<file path="config.mk">
export PLATFORM = sky130hd
export DESIGN_NAME = pipe_ctrl
export DESIGN_NICKNAME = d
export VERILOG_FILES = /design/src/rtl/pipe_ctrl.sv
export SDC_FILE = /design/constraint.sdc
export NUM_CORES = 1
export LEC_CHECK = 0
export ABC_CLOCK_PERIOD_IN_PS = 3000
export CAP_MARGIN = 20
export CORE_UTILIZATION = 42
export CTS_BUF_LIST = sky130_fd_sc_hd__clkbuf_16
export DETAILED_ROUTE_END_ITERATION = 8
export PLACE_DENSITY = 0.9
export SLEW_MARGIN = 20
export SYNTH_ARGS = -nofsm -noshare
export SYNTH_HDL_FRONTEND = slang
export SYNTH_SLANG_ARGS = --single-unit
</file>
<file path="constraint.sdc">
create_clock -name clk_100MHz -period 3 [get_ports clk_100MHz]
set_clock_uncertainty 0.15 [all_clocks]
set_input_delay 0.45 -clock clk_100MHz [delete_from_list [all_inputs] [get_ports clk_100MHz]]
set_output_delay 0.45 -clock clk_100MHz [all_outputs]
set_load 0.01 [all_outputs]
</file>
<file path="src/rtl/pipe_ctrl.sv">
// Hazard and flow controller for the 5-stage pipeline. It drives the per-stage hold/flush strobes,
// sequences multi-cycle EX operations, grants the external bus hold and keeps saturating event counters.
module pipe_ctrl #(
  parameter int CNT_W = 32
) (
  input  logic             clk_100MHz,
  input  logic             arst_n,
  input  logic             jump_ena_i,
  input  logic [31:0]      jump_addr_i,
  input  logic             ex_mem_r_ena_i,
  input  logic [4:0]       ex_reg_w_addr_i,
  input  logic             id_reg1_r_ena_i,
  input  logic             id_reg2_r_ena_i,
  input  logic [4:0]       id_reg1_r_addr_i,
  input  logic [4:0]       id_reg2_r_addr_i,
  input  logic             mc_start_i,
  input  logic             mc_done_i,
  input  logic             bus_hold_req_i,
  output logic             bus_hold_ack_o,
  output logic             hold_pc_o,
  output logic             hold_if_id_o,
  output logic             hold_id_ex_o,
  output logic             flush_if_id_o,
  output logic             flush_id_ex_o,
  output logic             jump_ena_o,
  output logic [31:0]      jump_addr_o,
  output logic [1:0]       state_o,
  output logic [CNT_W-1:0] stall_cnt_o,
  output logic [CNT_W-1:0] flush_cnt_o
);

  typedef enum logic [1:0] {
    RUN      = 2'd0,
    MC_WAIT  = 2'd1,
    BUS_HOLD = 2'd2
  } state_e;

  localparam logic [CNT_W-1:0] CNT_ONE = {{(CNT_W-1){1'b0}}, 1'b1};

  state_e           state_q, state_d;
  logic [CNT_W-1:0] stall_cnt_q, stall_cnt_d;
  logic [CNT_W-1:0] flush_cnt_q, flush_cnt_d;

  logic load_use;
  logic hold_all_r, ld_bubble_r, jump_r, ack_r;

  assign load_use = ex_mem_r_ena_i && (ex_reg_w_addr_i != 5'd0) &&
                    ((id_reg1_r_ena_i && (id_reg1_r_addr_i == ex_reg_w_addr_i)) ||
                     (id_reg2_r_ena_i && (id_reg2_r_addr_i == ex_reg_w_addr_i)));

  // RUN arbitrates jump > multi-cycle start > bus hold > load-use; other states freeze everything.
  always_comb begin
    state_d     = state_q;
    hold_all_r  = 1'b0;
    ld_bubble_r = 1'b0;
    jump_r      = 1'b0;
    ack_r       = 1'b0;
    case (state_q)
      RUN: begin
        if (jump_ena_i) begin
          jump_r = 1'b1;
        end else if (mc_start_i) begin
          if (!mc_done_i) begin
            hold_all_r = 1'b1;
            state_d    = MC_WAIT;
          end
        end else if (bus_hold_req_i) begin
          hold_all_r = 1'b1;
          state_d    = BUS_HOLD;
        end else if (load_use) begin
          ld_bubble_r = 1'b1;
        end
      end
      MC_WAIT: begin
        if (mc_done_i) state_d = RUN;
        else           hold_all_r = 1'b1;
      end
      BUS_HOLD: begin
        ack_r      = 1'b1;
        hold_all_r = 1'b1;
        if (!bus_hold_req_i) state_d = RUN;
      end
      default: state_d = RUN;
    endcase
  end

  // Strobes are forced low while reset is asserted; ack follows the registered state.
  assign hold_pc_o      = arst_n && (hold_all_r || ld_bubble_r);
  assign hold_if_id_o   = arst_n && (hold_all_r || ld_bubble_r);
  assign hold_id_ex_o   = arst_n && hold_all_r;
  assign flush_if_id_o  = arst_n && jump_r;
  assign flush_id_ex_o  = arst_n && (jump_r || ld_bubble_r);
  assign jump_ena_o     = arst_n && jump_r;
  assign jump_addr_o    = jump_ena_o ? jump_addr_i : 32'd0;
  assign bus_hold_ack_o = ack_r;
  assign state_o        = state_q;
  assign stall_cnt_o    = stall_cnt_q;
  assign flush_cnt_o    = flush_cnt_q;

  always_comb begin
    stall_cnt_d = stall_cnt_q;
    flush_cnt_d = flush_cnt_q;
    if (hold_pc_o && (stall_cnt_q != '1))     stall_cnt_d = stall_cnt_q + CNT_ONE;
    if (flush_id_ex_o && (flush_cnt_q != '1)) flush_cnt_d = flush_cnt_q + CNT_ONE;
  end

  always_ff @(posedge clk_100MHz) begin
    if (!arst_n) begin
      state_q     <= RUN;
      stall_cnt_q <= '0;
      flush_cnt_q <= '0;
    end else begin
      state_q     <= state_d;
      stall_cnt_q <= stall_cnt_d;
      flush_cnt_q <= flush_cnt_d;
    end
  end

endmodule

</file>
Word-level counts from Yosys, hierarchy flattened --
Cells that the tools add are included.
Storage, ports and cells: RAM bits 0, output and inout bits 105, word-level logic and storage cells 53, flip-flop bits (word level) 66, ROM bits 0, memories kept 0, input port bits 56, bits in latches 0
Cells by class: muxes and demuxes 21, reductions and logical operators 16, shift-type cells 0, $lt $le $gt $ge 0, equality and inequality tests 11, add/sub/neg operators 2, divide/modulo/power cells 0, multipliers 0, bitwise logic cells 0
Operator list (count):
- 32-bit by 1-bit adder with 32-bit output, second input constant | 2
- 32-bit inequality test, second input constant | 2
- 32-bit two-way mux | 1
- 1-bit two-way mux | 12
- 2-bit two-way mux | 6
- 5-bit == test | 2
- 1-bit logical AND | 10
- 2-bit inequality test, second input constant | 3
- 3-bit inequality test, second input constant | 2
- 2-bit case mux with 3 select lines | 1
- 5-bit AND reduction | 1
- 5-bit nonzero test | 1
- 1-bit logical OR | 3
- 1-bit case mux with 3 select lines | 1
- 2-bit by 1-bit == test with 1-bit output, second input constant | 1
- 2-bit == test, second input constant | 1
- 2-bit zero test | 1

Longest topological paths before layout --
depth after elaboration 12, gate-level depth with buffers 10, depth with buffers taken out 8

Worst setup path before layout --
Ideal clock, no wire load.
kind input to register, start input port arst_n, end register stall_cnt_q[14], in the netlist stall_cnt_o[14], path buffers 2, slack 0.603 ns, arrival 2.120 ns, stages on the path 8, data required time 2.722 ns, setup time 0.128 ns, cells stage by stage clkbuf_1 -> inv_2 -> a21oi_1 -> o21ba_1 -> buf_6 -> or4_1 -> xor2_1 -> nor2_1
On the way: longest elaborated chain between the ends 2
RTL lines:
- start, declared | RTL line 7 | input logic arst_n,
- 1-bit logical AND | RTL line 88 | assign hold_pc_o = arst_n && (hold_all_r || ld_bubble_r);
- 1-bit logical AND | RTL line 103 | if (hold_pc_o && (stall_cnt_q != '1)) stall_cnt_d = stall_cnt_q + CNT_ONE;
- end signal, assigned | RTL line 114 | stall_cnt_q <= stall_cnt_d;
- end, declared | RTL line 41 | logic [CNT_W-1:0] stall_cnt_q, stall_cnt_d;
Several ways; a longest one is shown, not always the timed one. A chain may end at the register's enable or synchronous reset.

Worst setup path in the final report --
start input port arst_n, end output port flush_if_id_o
On the way: longest elaborated chain between the ends 1
RTL lines:
- 1-bit logical AND | RTL line 91 | assign flush_if_id_o = arst_n && jump_r;
- end, declared | RTL line 23 | output logic flush_if_id_o,
No other way between the ends.

==> results.cfg <==
[run_status]
outcome = finished, final reports clean

[worst_setup_path]
crit_buf_inv = 4
slowest_stage = clkdlybuf4s50_1
crit_family = buffers and inverters
crit_chain = clkdlybuf4s50_1 > nor3b_2 > buf_4 > nand2_1 > inv_1 > clkdlybuf4s50_1
cp.depth = 6
path_common_cell = clkdlybuf4s50_1
arrival_ps = 2330
required_ps = 2400
startpoint_type = input pin
end_kind = primary output
rr_worst_depth = 8
cp_slowest_stage_delay_ps = 550
critPathKind = input pin to primary output
crit_fanout = 13

[layout]
drive_gt1_share_pct = 8.51
final_core_util_pct = 69.4
insertedDiodeCount = 0
finalInstanceArea_sq_mm = 0.00570
nNetsFinal = 664
nFillCells = 641
areaGrowthSynthToFinish_pct = 60.0

[logic_synthesis]
async_reset_ff_share_pct = 0
syn_avg_cell_area_sq_um = 8.27
synth_top_area_share_pct = 37.1
yosys-top-cells-area = dfxtp_1 37%, xor2_1 7.9%, and3_1 7.2%
yosysWarningCount = 0
synth_cell_types = 53
yosysSeqAreaShare_pct = 37.1
synth_most_common_cell = dfxtp_1
synth-seq-cells = 66
ys.flop_type = dfxtp_1
synth_common_cells = 66 x dfxtp_1, 47 x nor2_1, 41 x and3_1
syn_inst = 431
synth_top_area_cell = dfxtp_1
synth_nets = 489
synth_area_sq_mm = 0.00356
synth_edf_count = 0

[pwr]
fin_total_pwr_uw = 2230
irDropWorstVdd_mv = 0.266
power_density_mw_per_mm2 = 392
p_leak_uw = 0.00226

[worst_hold_path]
hp-class = flip-flop to flip-flop
whs_path_depth = 1

[sta]
setup-violations-final = 0
finalHoldWorstSlack_ps = 334
finalCritPeriodShare_pct = 97.6
rsz0062_at_grt = false
hold_viol = 0
tightest_slew_ps = 474
fmax_mhz = 341
period_needed_ps = 2930
maxSlewViolCount = 0
slew-limit-headroom_pct = 68.4

[clock_network]
cts-buffers-inserted = 9
cts_tree = yes
cts_root_buffer = clkbuf_16
clk_pin_slew_worst_paths_ps = 60
cts_hold_repair.buffers = 0
clkSinkCount = 66
cts_setup_buffers = 0
htree_num_levels = 3
insertion_delay_ps = 330
clock_path_buffers = 2

[routing]
wl_per_cell_um = 15.6
drc = 0
drt-initial-drc-count = 176
num_vias = 3848
finalWirelength_um = 11200
vias_per_cell = 5.37
dr.pass1.iters = 4
antenna_left = 0

[floorplan]
rows = 33
floorplan.initialDensity_pct = 43.4
die_w_um = 94.1
die_area_sq_mm = 0.00886
core_area_sq_mm = 0.00822
pin_count = 161
fp.dieH_um = 94.1

[global_routing]
antenna_found_initial = 0
grt_pass1_vias = 3555
grt_max_degree = 45
grt_use_total_pct = 24.9
grt_pass1_wl_um = 17200
grt_overflow = 0

[placement]
placed_area_sq_mm = 0.00540
gp_congestion = 0.869
dp_hpwl_um = 8250
port_buffers = 160

[job]
max_cap_viol_count = 0
[routing by layer]
metal | GRT usage [%] | routed length (um) | share of wire [%] | vias up
li1 | - | - | - | 1888
met1 | 33.3 | 5010 | 45 | 1802
met2 | 39.8 | 5400 | 48 | 136
met3 | 4.13 | 557 | 5.0 | 22
met4 | 9.87 | 203 | 1.8 | 0
met5 | 0 | 0 | 0 | -
[sequential cells by signal (all words and copies together), names as in the netlist]
register     flops
flush_cnt_o     32
stall_cnt_o     32
state_o          2
[layout by cell type (no fill, tap or decap), drive strengths merged, types with 11 or more instances in the layout]
cell             n
a21oi           12
and3            41
buf             26
clkdlybuf4s50  157
dfxtp           66
mux2i           14
nand2           39
nand2b          11
nand3           26
nand4           31
nor2            47
o21ai           11
xnor2           11
xor2            32
[metrics by stage]
stage                     setup TNS [ps]  setup slack, ps  cells
after floorplan                        0              603    431
after global placement              -237             -100    700
after detailed placement           -1230             -142    700
after CTS                              0             82.9    716
after global routing                   0             17.0    716
final                                  0             70.8    716
[worst register-to-register path, stage by stage, from the launching register on]
cell	delay [ps]
dfxtp_1	450
nand4_2	200
nor3_1	380
nand3_1	320
nor3_4	400
or2_1	260
buf_4	180
o21ai_0	90
a21oi_1	140
[logic make-up (layout without fill, tap and decap cells)]
| group | after synthesis | count (layout) | synth area share, % |
|---|---|---|---|
| and+or+nand+nor | 237 | 237 | 36.6 |
| muxes | 14 | 14 | 3.93 |
| adders and majority gates | 2 | 2 | 0.702 |
| xor gates and xnor gates | 43 | 43 | 10.6 |
| buffers and inverters | 29 | 209 | 3.79 |
| AOI/OAI and AO/OA | 40 | 40 | 7.34 |
| DFF | 66 | 66 | 37.1 |
[power breakdown]
part / internal [uW] / total [uW] / switching (uW)
sequential: 880 / 885 / 4.56
clock: 716 / 1090 / 371
combinational: 150 / 261 / 111
total: 1750 / 2230 / 487
[path summary, 6_finish.rpt]
check	start	end	slack, ps
worst max register to register	stall_cnt_o[4]	stall_cnt_o[6]	370
worst min-delay path	stall_cnt_o[31]	stall_cnt_o[31]	330
worst min register to register	stall_cnt_o[31]	stall_cnt_o[31]	330
worst max-delay path	arst_n	flush_if_id_o	70
[cell type report]
class                      count  area, sq um  share of cell area [%]
multi-input combinational    336         2110                    37.0
timing repair buffer         186         1810                    31.7
sequential                    66         1320                    23.2
clock buffer                   9          225                    3.95
tap                          105          131                    2.30
clock inverter                 7         83.8                    1.47
inverter                       7         26.3                   0.461
[what timing repair did]
action	in CTS	in global routing
pin swaps	1	0
gates resized for setup	3	1
endpoints found under the setup margin	3	1
Note: power is estimated with default switching activity, not from simulation.
